### src/rtl/aes_ctr_stream.sv
// rtl/aes_ctr_stream.sv - CTR-mode sequencer driving a combinational AES-128 core
// Holds {nonce, ctr} on the core for a settle window, then XORs the captured keystream into the stream.
module aes_ctr_stream #(
    parameter int SETTLE_CYCLES = 4,
    parameter int NONCE_W       = 96
) (
    input  logic                 clk,
    input  logic                 rst_n,
    input  logic                 start,
    input  logic [NONCE_W-1:0]   nonce_in,
    input  logic [127-NONCE_W:0] ctr_init,
    output logic [127:0]         aes_plain,
    input  logic [127:0]         aes_cipher,
    input  logic                 s_valid,
    output logic                 s_ready,
    input  logic [127:0]         s_data,
    input  logic                 s_last,
    output logic                 m_valid,
    input  logic                 m_ready,
    output logic [127:0]         m_data,
    output logic                 m_last,
    output logic                 busy,
    output logic                 done,
    output logic                 ctr_wrap
);
    localparam int          CTR_W       = 128 - NONCE_W;
    localparam logic [3:0]  SETTLE_INIT = 4'(SETTLE_CYCLES - 1);

    typedef enum logic [1:0] {IDLE, GEN, ACCEPT, DRAIN} state_t;

    state_t             state_q;
    logic [3:0]         settle_q;
    logic [NONCE_W-1:0] nonce_q;
    logic [CTR_W-1:0]   ctr_q;
    logic [127:0]       ks_q;
    logic [127:0]       aes_plain_q;
    logic [127:0]       m_data_q;
    logic               m_last_q;
    logic               m_valid_q;
    logic               s_ready_q;
    logic               busy_q;
    logic               done_q;
    logic               ctr_wrap_q;

    always_ff @(posedge clk or negedge rst_n) begin
        if (!rst_n) begin
            state_q     <= IDLE;
            settle_q    <= '0;
            nonce_q     <= '0;
            ctr_q       <= '0;
            ks_q        <= '0;
            aes_plain_q <= '0;
            m_data_q    <= '0;
            m_last_q    <= 1'b0;
            m_valid_q   <= 1'b0;
            s_ready_q   <= 1'b0;
            busy_q      <= 1'b0;
            done_q      <= 1'b0;
            ctr_wrap_q  <= 1'b0;
        end else begin
            done_q <= 1'b0;
            case (state_q)
                IDLE: begin
                    if (start) begin
                        nonce_q     <= nonce_in;
                        ctr_q       <= ctr_init;
                        aes_plain_q <= {nonce_in, ctr_init};
                        settle_q    <= SETTLE_INIT;
                        ctr_wrap_q  <= 1'b0;
                        busy_q      <= 1'b1;
                        state_q     <= GEN;
                    end
                end
                GEN: begin
                    // aes_plain is frozen here so the core output is stable when sampled
                    if (settle_q == 4'd0) begin
                        ks_q      <= aes_cipher;
                        s_ready_q <= 1'b1;
                        state_q   <= ACCEPT;
                    end else begin
                        settle_q <= settle_q - 4'd1;
                    end
                end
                ACCEPT: begin
                    if (s_valid) begin
                        m_data_q  <= s_data ^ ks_q;
                        m_last_q  <= s_last;
                        m_valid_q <= 1'b1;
                        ctr_q     <= ctr_q + 1'b1;
                        if (&ctr_q) ctr_wrap_q <= 1'b1;
                        s_ready_q <= 1'b0;
                        state_q   <= DRAIN;
                    end
                end
                DRAIN: begin
                    if (m_ready) begin
                        m_valid_q <= 1'b0;
                        if (m_last_q) begin
                            done_q  <= 1'b1;
                            busy_q  <= 1'b0;
                            state_q <= IDLE;
                        end else begin
                            aes_plain_q <= {nonce_q, ctr_q};
                            settle_q    <= SETTLE_INIT;
                            state_q     <= GEN;
                        end
                    end
                end
                default: state_q <= IDLE;
            endcase
        end
    end

    assign aes_plain = aes_plain_q;
    assign s_ready   = s_ready_q;
    assign m_valid   = m_valid_q;
    assign m_data    = m_data_q;
    assign m_last    = m_last_q;
    assign busy      = busy_q;
    assign done      = done_q;
    assign ctr_wrap  = ctr_wrap_q;
endmodule

### config.mk
export PLATFORM = sky130hd
export DESIGN_NAME = aes_ctr_stream
export DESIGN_NICKNAME = d
export VERILOG_FILES = /design/src/rtl/aes_ctr_stream.sv
export SDC_FILE = /design/constraint.sdc
export NUM_CORES = 1
export LEC_CHECK = 0
export ABC_AREA = 1
export CAP_MARGIN = 25
export CORE_AREA = 2 2 183 364
export DETAILED_ROUTE_END_ITERATION = 7
export DIE_AREA = 0 0 185 366
export PLACE_DENSITY = 0.68
export SLEW_MARGIN = 20
export SYNTH_ARGS = -nofsm -noshare
export SYNTH_HDL_FRONTEND = slang
export SYNTH_SLANG_ARGS = --single-unit
### constraint.sdc
create_clock -name clk -period 4.4 [get_ports clk]
set_input_delay 1.32 -clock clk [delete_from_list [all_inputs] [get_ports clk]]
set_output_delay 1.32 -clock clk [all_outputs]
set_load 0.01 [all_outputs]
==> summary.txt, run 1 <==
Run status
  – Status: completed

GRT
  – Largest net degree at the start of global routing: 130
  – Overall routing resource usage: 21.9%
  – First-pass GRT wire length: ~110000 um
  – Antenna violations before repair: 15
  – Vias in the first global route: 18900
  – Congestion Overflow GR: 0

Clocking
  – CTS tree: built
  – Setup Fix Bufs, Post-CTS: 0
  – Number of gates resized after cts: 0
  – Worst-path clk slew: 70 ps
  – Cts hold-fix bufs: 0
  – Clock Latency Late Sink: 580 ps
  – CTS H-tree depth: 2
  – CTS Buf Count: 49
  – Buffer depth of the longest clock path: 3
  – Clock tree sinks: 524
  – Clk root buf: clkbuf_16

Worst setup path
  – Worst-path maximum fanout: 2
  – Buf/Inv on CP: 1
  – Critical Path RT: 3080 ps
  – Worst setup SP type: flip-flop
  – Critical path type: flip-flop to primary output
  – CP max stage delay: about 740 ps
  – Crit path DAT: roughly 1700 ps
  – Slowest CP cell: clkdlybuf4s50_1
  – Delay-heaviest family, CP: buffers and inverters
  – Worst R2R Path Depth: 7
  – Critical Path, Cell by Cell: clkdlybuf4s50_1
  – Crit. End Element: primary output
  – Cell depth of the worst setup path: 1

Logic synthesis
  – Syn nets: 2901
  – Sequential area share after synthesis: between 50% and 60%
  – Synth Area in Compound Gates: 7.97%
  – Post-synthesis async set-or-reset flop share: 100%
  – Synth Warn #: 0
  – Synth Flop Type: dfrtp_1
  – Mux contribution to synthesized area: 4.72%
  – Syn Area/Cell: around 9 um2
  – Synth Area in XOR/XNOR: 5.11%
  – Unique masters post-synth: 29
  – Number of synthesized register bits: ~520
  – Post-synth EDFFs: 0
  – Post-Synth Adder-Cell Area: less than 1%
  – Synth Instances: around 2500
  – Largest family of logic cells by synthesized area: simple AND/OR/NAND/NOR gates
  – Synthesized cell area: 23100 um2
  – Simple-gate share of the synthesized area: 20.7%

Timing
  – Minimum clock period: 3010 ps
  – Setup Viol. Count Final: 0
  – Max Slew Vio Count: 0
  – Hold slack: 482 ps
  – Setup tns final: 0 ps
  – Setup Skew: 20.0 ps
  – Max-slew headroom: a little over two fifths
  – Final period util: 68.3%
  – RSZ-0062 raised after global routing: no
  – Setup slack after layout: ~1400 ps
  – Least-Margin Pin Slew: 859 ps
  – Fmax: 0.333 GHz
  – Final hold vios: 0

Power
  – Pleak: 14.0 nW
  – Overall Power: about 24 mW
  – Worst VDD drop: 0.491 mV
  – Power density over the cells: around 740 nW/um2

Die
  – Die Height: ~370 um
  – Initial Util: 35.8%
  – Die Wd: 185 um
  – Die Area: 67700 um2
  – Ports: 652
  – Core Box Area: 64700 um2
  – Std cell rows: 132

Route
  – Vias per cell: around 4.7
  – DRT Pass-1 Iters: 5
  – Post-Route WL: ~75000 um
  – Routed Antenna Nets: 0
  – Via count: 18900
  – WL per Instance: 18.6 um
  – # DRC: 0
  – Drt initial violations: 946

Cells and area
  – Final core occ: between 40% and 50%
  – Share of cells above drive strength 1: 8.85%
  – Area grow syn2layout: 38.6%
  – Nets: 3500

Flow run
  – Max_cap viols: 0

Hold path
  – Worst hold-check path type: flip-flop to flip-flop
  – Hold Crit Depth: 2

Placement
  – Pre-CTS worst setup slack: approximately 1000 ps
  – Buffers on Ports: about 650
  – Final Wtd Congestion: 0.883
  – Post-DP HPWL: 54200 um
==> synthesized netlist by cell type (26+ instances only) <==
| library cell | n | area (um2) |
|---|---|---|
| nand3_1 | 37 | 185 |
| mux2_2 | 97 | 1090 |
| dfrtp_1 | 524 | 13100 |
| a31oi_1 | 109 | 682 |
| clkbuf_1 | 40 | 150 |
| o21ai_0 | 163 | 816 |
| buf_2 | 59 | 295 |
| xnor2_1 | 131 | 1150 |
| buf_6 | 26 | 293 |
| inv_1 | 57 | 214 |
| nand2_1 | 946 | 3550 |
| nor2_1 | 212 | 796 |
==> state kept, by name (all words and copies together), names as in the netlist <==
signal     count
settle_q       4
state_q        2
m_last         1
m_data       128
s_ready        1
ctr_wrap       1
m_valid        1
ks_q         128
busy           1
done           1
nonce_q       96
aes_plain    128
ctr_q         32
==> cells in the final DEF (no fill, tap or decap), types with 16 or more instances in the layout <==
cell type / n
nor2_2: 22
buf_12: 16
inv_1: 55
mux2_2: 97
clkdlybuf4s50_1: 650
nand2_1: 944
buf_4: 18
nand3_1: 37
a31oi_2: 20
o21ai_0: 163
clkbuf_16: 49
a31oi_1: 109
xnor2_1: 131
dfrtp_1: 524
nor2_1: 211
==> per-layer routing <==
| layer | up-vias | track usage (%) | part of all wire [%] |
|---|---|---|---|
| met1 | 8914 | 25.0 | 38 |
| met2 | 658 | 38.3 | 51 |
| met3 | 151 | 4.69 | 6.7 |
| li1 | 9214 | - | - |
| met4 | 6 | 10.5 | 4.6 |
| met5 | - | 0 | 0.055 |
==> where the power goes <==
part / switching [mW] / internal [mW] / leakage [nW]
Clock: 1.92 / 2.41 / 0.797
Combinational: 5.41 / 5.02 / 7.00
Sequential: 1.67 / 7.29 / 6.15
Total: 9.00 / 14.7 / 14.0
==> worst paths after layout <==
| check | from | endpoint | slack (ps) |
|---|---|---|---|
| min | m_data[124] | m_data[124] | 480 |
| min reg2reg | m_data[124] | m_data[124] | 480 |
| max in group asynchronous | rst_n | m_data[118] | 2590 |
| max | m_data[115] | m_data[115] | 1390 |
| min in group asynchronous | rst_n | nonce_q[27] | 760 |
| max reg2reg | state_q[1] | busy | 1800 |
==> kinds of logic (layout without fill, tap and decap cells) <==
group / count (synthesis) / in the layout
simple gates: 1236 / 1236
fa+ha+maj: 6 / 6
buf+inv: 197 / 835
xor+xnor: 135 / 135
other cells: 0 / 12
mux: 97 / 97
flops: 524 / 524
compound gates: 310 / 310
==> layout make-up <==
type | count | area [um2]
antenna | 12 | 30.0
clock buffer | 70 | 1410
clock inverter | 20 | 196
fill | 6076 | 32700
inverter | 60 | 238
multi-input combinational | 1784 | 9040
sequential | 524 | 13100
tap | 871 | 1090
timing repair buffer | 685 | 6980
==> stage by stage <==
stage	cell area [um2]	std cells
3_5_place_dp	30500	3924
6_report	32100	4026
2_1_floorplan	23100	2505
3_3_place_gp	30500	3924
5_1_grt	32100	4026
4_1_cts	32100	4014
Power figures use the tool's default switching activity.
==> run 2: changes to the inputs <==
--- a/config.mk
+++ b/config.mk
@@ -10,7 +10,7 @@
 export CORE_AREA = 2 2 183 364
 export DETAILED_ROUTE_END_ITERATION = 7
 export DIE_AREA = 0 0 185 366
-export PLACE_DENSITY = 0.68
+export PLACE_DENSITY = 0.7
 export SLEW_MARGIN = 20
 export SYNTH_ARGS = -nofsm -noshare
 export SYNTH_HDL_FRONTEND = slang
==> constraint.sdc (replaced) <==
create_clock -name clk -period 2.4 [get_ports clk]
set_input_delay 0.72 -clock clk [delete_from_list [all_inputs] [get_ports clk]]
set_output_delay 0.72 -clock clk [all_outputs]
set_load 0.01 [all_outputs]
==> run 2 against run 1 <==
Effect of this change:
- critical path depth stayed put
- largest cell class unchanged
- cell area is 1.2% higher
- critical endpoint is now aes_plain[17]
- sequential power is 83% higher
- clock skew is 4.4 ps lower
==> summary.txt, run 2 (same netlist as run 1, synthesis figures left out) <==
Run status
  – Status: completed

Cells and area
  – Final Cell Area: 32500 um2 (+1.2%)
  – Fin cells: 4063 (+0.92%)
  – Register Area: 13100 um2 (unchanged)
  – Fillers: 5994 (-1.3%)
  – Commonest non-fill, non-tap cell in the layout: nand2_1
  – Area grow syn2layout: 40.3%
  – Nets: 3542 (+1.2%)
  – Final core occ: 50.2% (+0.61 points)
  – Area of the multi-input gates: 9040 um2 (unchanged)
  – Most frequent cells in the layout: 944 x nand2_1, 648 x clkdlybuf4s50_1, 524 x dfrtp_1
  – Share of cells above drive strength 1: 9.91% (+1.1 points)

Timing
  – Hold slack: 50.4 ps (-431 ps)
  – RSZ-0062 raised after global routing: no
  – Setup Viol. Count Final: 0 (unchanged)
  – Setup Skew: 15.7 ps (-4.36 ps)
  – Final hold vios: 0 (unchanged)
  – Max Slew Vio Count: 0 (unchanged)
  – Max-slew headroom: 60.2% (+17 points)
  – Final period util: 97.4%
  – Minimum clock period: approximately 2300 ps
  – Fmax: 0.428 GHz
  – Least-Margin Pin Slew: 598 ps (-262 ps)
  – Setup slack after layout: 63.6 ps (-1330 ps)

Worst setup path
  – Critical path type: flip-flop to primary output
  – Crit. End Element: primary output
  – Critical Path, Cell by Cell: clkdlybuf4s50_1
  – Critical Path RT: 1680 ps (-1400 ps)
  – Delay-heaviest family, CP: buffers and inverters
  – CP max stage delay: 690 ps (-50 ps)
  – Worst-path maximum fanout: 2 (unchanged)
  – Slowest CP cell: clkdlybuf4s50_1
  – Worst setup SP type: flip-flop
  – Crit path DAT: 1620 ps (-70 ps)
  – Buf/Inv on CP: 1 (unchanged)

Power
  – Worst VDD drop: 0.750 mV (+53%)
  – Clock power frac: 17.7% (-0.5 points)
  – Internal Power: 27.2 mW (+85%)
  – Comb pwr share: 44.5% (+0.5 points)
  – Power density over the cells: 1340 nW/um2 (+82%)
  – Flop pwr share: 37.7% (about the same)
  – Sw Ratio: 37.7% (-0.27 points)
  – Pleak: 14.2 nW (+1.6%)
  – NetSw: 16.4 mW (+83%)

GRT
  – Vias in the first global route: 19100 (+1.3%)
  – Largest net degree at the start of global routing: 96 (-26%)
  – Overall routing resource usage: 21.4% (-0.51 points)
  – Antenna violations before repair: 17 (+2)
  – Congestion Overflow GR: 0 (unchanged)
  – First-pass GRT wire length: 111000 um (-1.9%)

Clocking
  – CTS Buf Count: 48 (-2.0%)
  – Clock tree sinks: 524 (unchanged)
  – Worst-path clk slew: 70 ps (about the same)
  – Buffer depth of the longest clock path: 3 (unchanged)
  – Clk root buf: clkbuf_16
  – CTS tree: built
  – Clock Latency Late Sink: 570 ps (about the same)
  – Cts hold-fix bufs: 0 (unchanged)
  – CTS H-tree depth: 2 (unchanged)

Placement
  – Post-DP HPWL: 54800 um (+1.2%)
  – Placed Area: 30900 um2 (+1.4%)
  – Pre-CTS worst setup slack: -36.9 ps (-1050 ps)
  – Placed cell count: 3967 (+1.1%)
  – Buffers on Ports: 651 (unchanged)
  – Final Wtd Congestion: 0.910 (+3.1%)

Die
  – Initial Util: 35.8% (unchanged)
  – Die Height: 366 um (unchanged)
  – Die Wd: 185 um (unchanged)
  – Die Area: 67700 um2 (unchanged)
  – Std cell rows: 132 (unchanged)
  – Core Box Area: 64700 um2 (unchanged)
  – Ports: 652 (unchanged)

Route
  – WL per Instance: 18.0 um (-3.0%)
  – Routed Antenna Nets: 0 (unchanged)
  – DRT Pass-1 Iters: 6 (+1)
  – Post-Route WL: 73200 um (-2.1%)
  – # DRC: 0 (unchanged)
  – Vias per cell: 4.71 (+0.12%)
  – Drt initial violations: 1062 (+12%)
  – Via count: 19100 (+1.0%)

Flow run
  – Max_cap viols: 0 (unchanged)

Hold path
  – Worst hold-check path type: input pin to asynchronous set/reset pin
-- run 2: path summary, 6_finish.rpt --
kind | slack [ps] | end | from | cells past startpoint
worst max-delay path | 60 | aes_plain[17] | aes_plain[17] | 1
worst min-delay path | 50 | aes_plain[65] | rst_n | 1
worst max register to register | 320 | aes_plain[89] | state_q[1] | 10
worst min register to register | 480 | m_data[66] | m_data[66] | 2
max in group asynchronous | 1570 | settle_q[0] | rst_n | 2
min in group clk | 480 | m_data[66] | m_data[66] | 2
-- run 2: stage by stage --
stage	power, mW	TNS, ps
after floorplan	27.5	0
after global placement	35.7	0
after detailed placement	36.2	-262
after CTS	44.2	0
after global routing	46.8	0
final	43.6	0
-- run 2: power by group through the flow --
stage	combinational [mW]	sequential [mW]	clock, mW
2_1_floorplan	10.7	16.8	0
3_3_place_gp	19.2	16.5	0
3_5_place_dp	19.7	16.6	0
4_1_cts	19.7	16.5	7.98
5_1_grt	21.6	17.0	8.28
6_report	19.4	16.4	7.74
-- run 2: cell type report --
cell class	count	area share, %
Antenna cell	14	0.108
Clock buffer	68	4.30
Clock inverter	14	0.485
Inverter	60	0.732
Multi-Input combinational cell	1784	27.8
Sequential cell	524	40.4
Tap cell	871	3.36
Timing Repair Buffer	728	22.8
-- run 2: what timing repair did --
item                                    in CTS  in global routing
cloned                                       0                  0
setup buffers                                0                  0
endpoints found under the setup margin       1                  1
gates resized for setup                      1                  1
-- run 2: routing by layer --
metal  GRT usage, %  share of wire (%)  vias to the layer above
met5              0              0.051                        -
met4           10.5                4.6                        6
met3           4.64                6.9                      145
met2           37.7                 51                      647
met1           24.0                 38                     9022
li1               -                  -                     9320
==> run 3: changes to the inputs <==
==> constraint.sdc (replaced) <==
create_clock -name clk -period 2.4 [get_ports clk]
set_input_delay 0.72 -clock clk [delete_from_list [all_inputs] [get_ports clk]]
set_output_delay 0.72 -clock clk [all_outputs]
set_load 0.02 [all_outputs]
==> run 3 against run 2 <==
Effect of this change:
- sequential share of layout area about the same
- sequential power about the same
- critical path type unchanged
- total power increased by 3.5%
- flip-flop and latch count unchanged
==> summary.txt, run 3 (same netlist as run 1, synthesis figures left out) <==
Placement
  – Buffers on Ports: 651 (unchanged)
  – Post-DP HPWL: 54800 um (unchanged)
  – Final Wtd Congestion: 0.910 (unchanged)

Timing
  – Max-slew headroom: 60.1% (about the same)
  – Final period util: 98.2% (+0.81 points)
  – Minimum clock period: 2360 ps (+19.4 ps)
  – Setup Viol. Count Final: 0 (unchanged)
  – Least-Margin Pin Slew: 599 ps (+0.881 ps)
  – Final hold vios: 0 (unchanged)
  – RSZ-0062 raised after global routing: no
  – Max Slew Vio Count: 0 (unchanged)
  – Hold slack: 50.4 ps (-0.0168 ps)
  – Fmax: 0.424 GHz (-0.82%)
  – Setup Skew: 15.4 ps (-0.292 ps)
  – Setup tns final: 0 ps (unchanged)

GRT
  – Overall routing resource usage: 21.4% (unchanged)
  – Congestion Overflow GR: 0 (unchanged)
  – First-pass GRT wire length: 111000 um (about the same)
  – Antenna violations before repair: 17 (unchanged)
  – Largest net degree at the start of global routing: 96 (unchanged)
  – Vias in the first global route: 19100 (+0.016%)

Cells and area
  – Fillers: 6003 (+0.15%)
  – Area grow syn2layout: 40.2% (about the same)
  – Most frequent cells in the layout: 944 x nand2_1, 630 x clkdlybuf4s50_1, 524 x dfrtp_1
  – Commonest non-fill, non-tap cell in the layout: nand2_1
  – Area of the multi-input gates: 9040 um2 (unchanged)
  – Register Area: 13100 um2 (unchanged)
  – Nets: 3542 (unchanged)
  – Share of cells above drive strength 1: 9.91% (unchanged)
  – Final core occ: 50.1% (about the same)

Route
  – Routed Antenna Nets: 0 (unchanged)
  – DRT Pass-1 Iters: 8 (+2)
  – WL per Instance: 18.0 um (about the same)
  – # DRC: 0 (unchanged)
  – Via count: 19100 (-0.0052%)
  – Post-Route WL: 73200 um (about the same)
  – Vias per cell: 4.71 (about the same)
  – Drt initial violations: 1076 (+1.3%)

Worst setup path
  – Worst reg2reg path startpoint: state_q[0]
  – Crit path DAT: 1640 ps (+20 ps)
  – Worst-path maximum fanout: 2 (unchanged)
  – Crit. End Element: primary output
  – Critical Path, Cell by Cell: clkdlybuf4s50_1
  – Critical path type: flip-flop to primary output
  – CP max stage delay: 650 ps (-40 ps)
  – Critical Path RT: 1680 ps (about the same)
  – Worst setup SP type: flip-flop
  – Delay-heaviest family, CP: buffers and inverters
  – Slowest CP cell: clkdlybuf4s50_1
  – Buf/Inv on CP: 1 (unchanged)
  – CP startpoint: m_data[49]

Run status
  – Status: completed

Clocking
  – Clk root buf: clkbuf_16
  – Clock tree sinks: 524 (unchanged)
  – CTS Buf Count: 48 (unchanged)
  – Worst-path clk slew: 70 ps (about the same)
  – Setup Fix Bufs, Post-CTS: 0 (unchanged)
  – CTS tree: built
  – Clock Latency Late Sink: 570 ps (about the same)
  – Buffer depth of the longest clock path: 3 (unchanged)
  – CTS H-tree depth: 2 (unchanged)

Die
  – Ports: 652 (unchanged)
  – Die Height: 366 um (unchanged)
  – Std cell rows: 132 (unchanged)
  – Initial Util: 35.8% (unchanged)
  – Die Area: 67700 um2 (unchanged)
  – Die Wd: 185 um (unchanged)
  – Core Box Area: 64700 um2 (unchanged)

Flow run
  – Max_cap viols: 0 (unchanged)

Power
  – Worst VDD drop: 0.778 mV (+3.7%)
  – Power density over the cells: 1390 nW/um2 (+3.5%)
  – Overall Power: 45.1 mW (+3.5%)
  – Pleak: 14.2 nW (+0.32%)

Hold path
  – Worst hold-check path type: input pin to asynchronous set/reset pin
run 3: report_power, final:
group / switching, mW / internal [mW]
Combinational: 11.5 / 9.43
Clock: 3.45 / 4.29
Sequential: 3.07 / 13.4
run 3: path summary, 6_finish.rpt:
check                           slack [ps]             to  cells past startpoint
min in group clk                       480       ctr_wrap                      2
worst min register to register         480       ctr_wrap                      2
worst min-delay path                    50  aes_plain[65]                      1
worst max-delay path                    40     m_data[49]                      1
max in group asynchronous             1570    settle_q[0]                      2
worst max register to register         310  aes_plain[89]                     10
run 3: metal layers:
| metal | vias to the layer above | wire length (um) | global-route usage (%) |
|---|---|---|---|
| li1 | 9318 | - | - |
| met1 | 9023 | 27600 | 24.0 |
| met2 | 643 | 37100 | 37.7 |
| met3 | 149 | 4950 | 4.64 |
| met4 | 6 | 3500 | 10.5 |
| met5 | - | 37 | 0 |
run 3: through the flow:
step / setup slack [ps] / cell area, um2 / instances
finish: 44.1 / 32500 / 4063
global placement: 38.6 / 30900 / 3967
floorplan: 687 / 23100 / 2505
detailed placement: -36.9 / 30900 / 3967
CTS: 1.83 / 32400 / 4049
global route: 2.83 / 32500 / 4063
run 3: area by class of cell:
type / instances / share of cell area [%]
clock buffers: 68 / 4.30
diodes: 14 / 0.108
inverters: 60 / 0.732
well taps: 871 / 3.36
multi-input cells: 1784 / 27.8
repair buffers: 728 / 22.8
clock inverters: 14 / 0.486
flip-flops and latches: 524 / 40.4
run 3: worst register-to-register path, stage by stage (launching register included):
cell	delay [ps]
dfrtp_1	440
inv_1	110
ha_1	330
nand2_1	180
nand2_2	80
inv_2	60
nand3_2	120
inv_8	190
buf_12	260
nor2_1	70
a31oi_1	160
run 3: repair_timing:
item,in CTS,in global routing
hold buffers,0,0
endpoints found under the setup margin,17,3
resized for setup,17,3
endpoints found under the hold margin,0,0
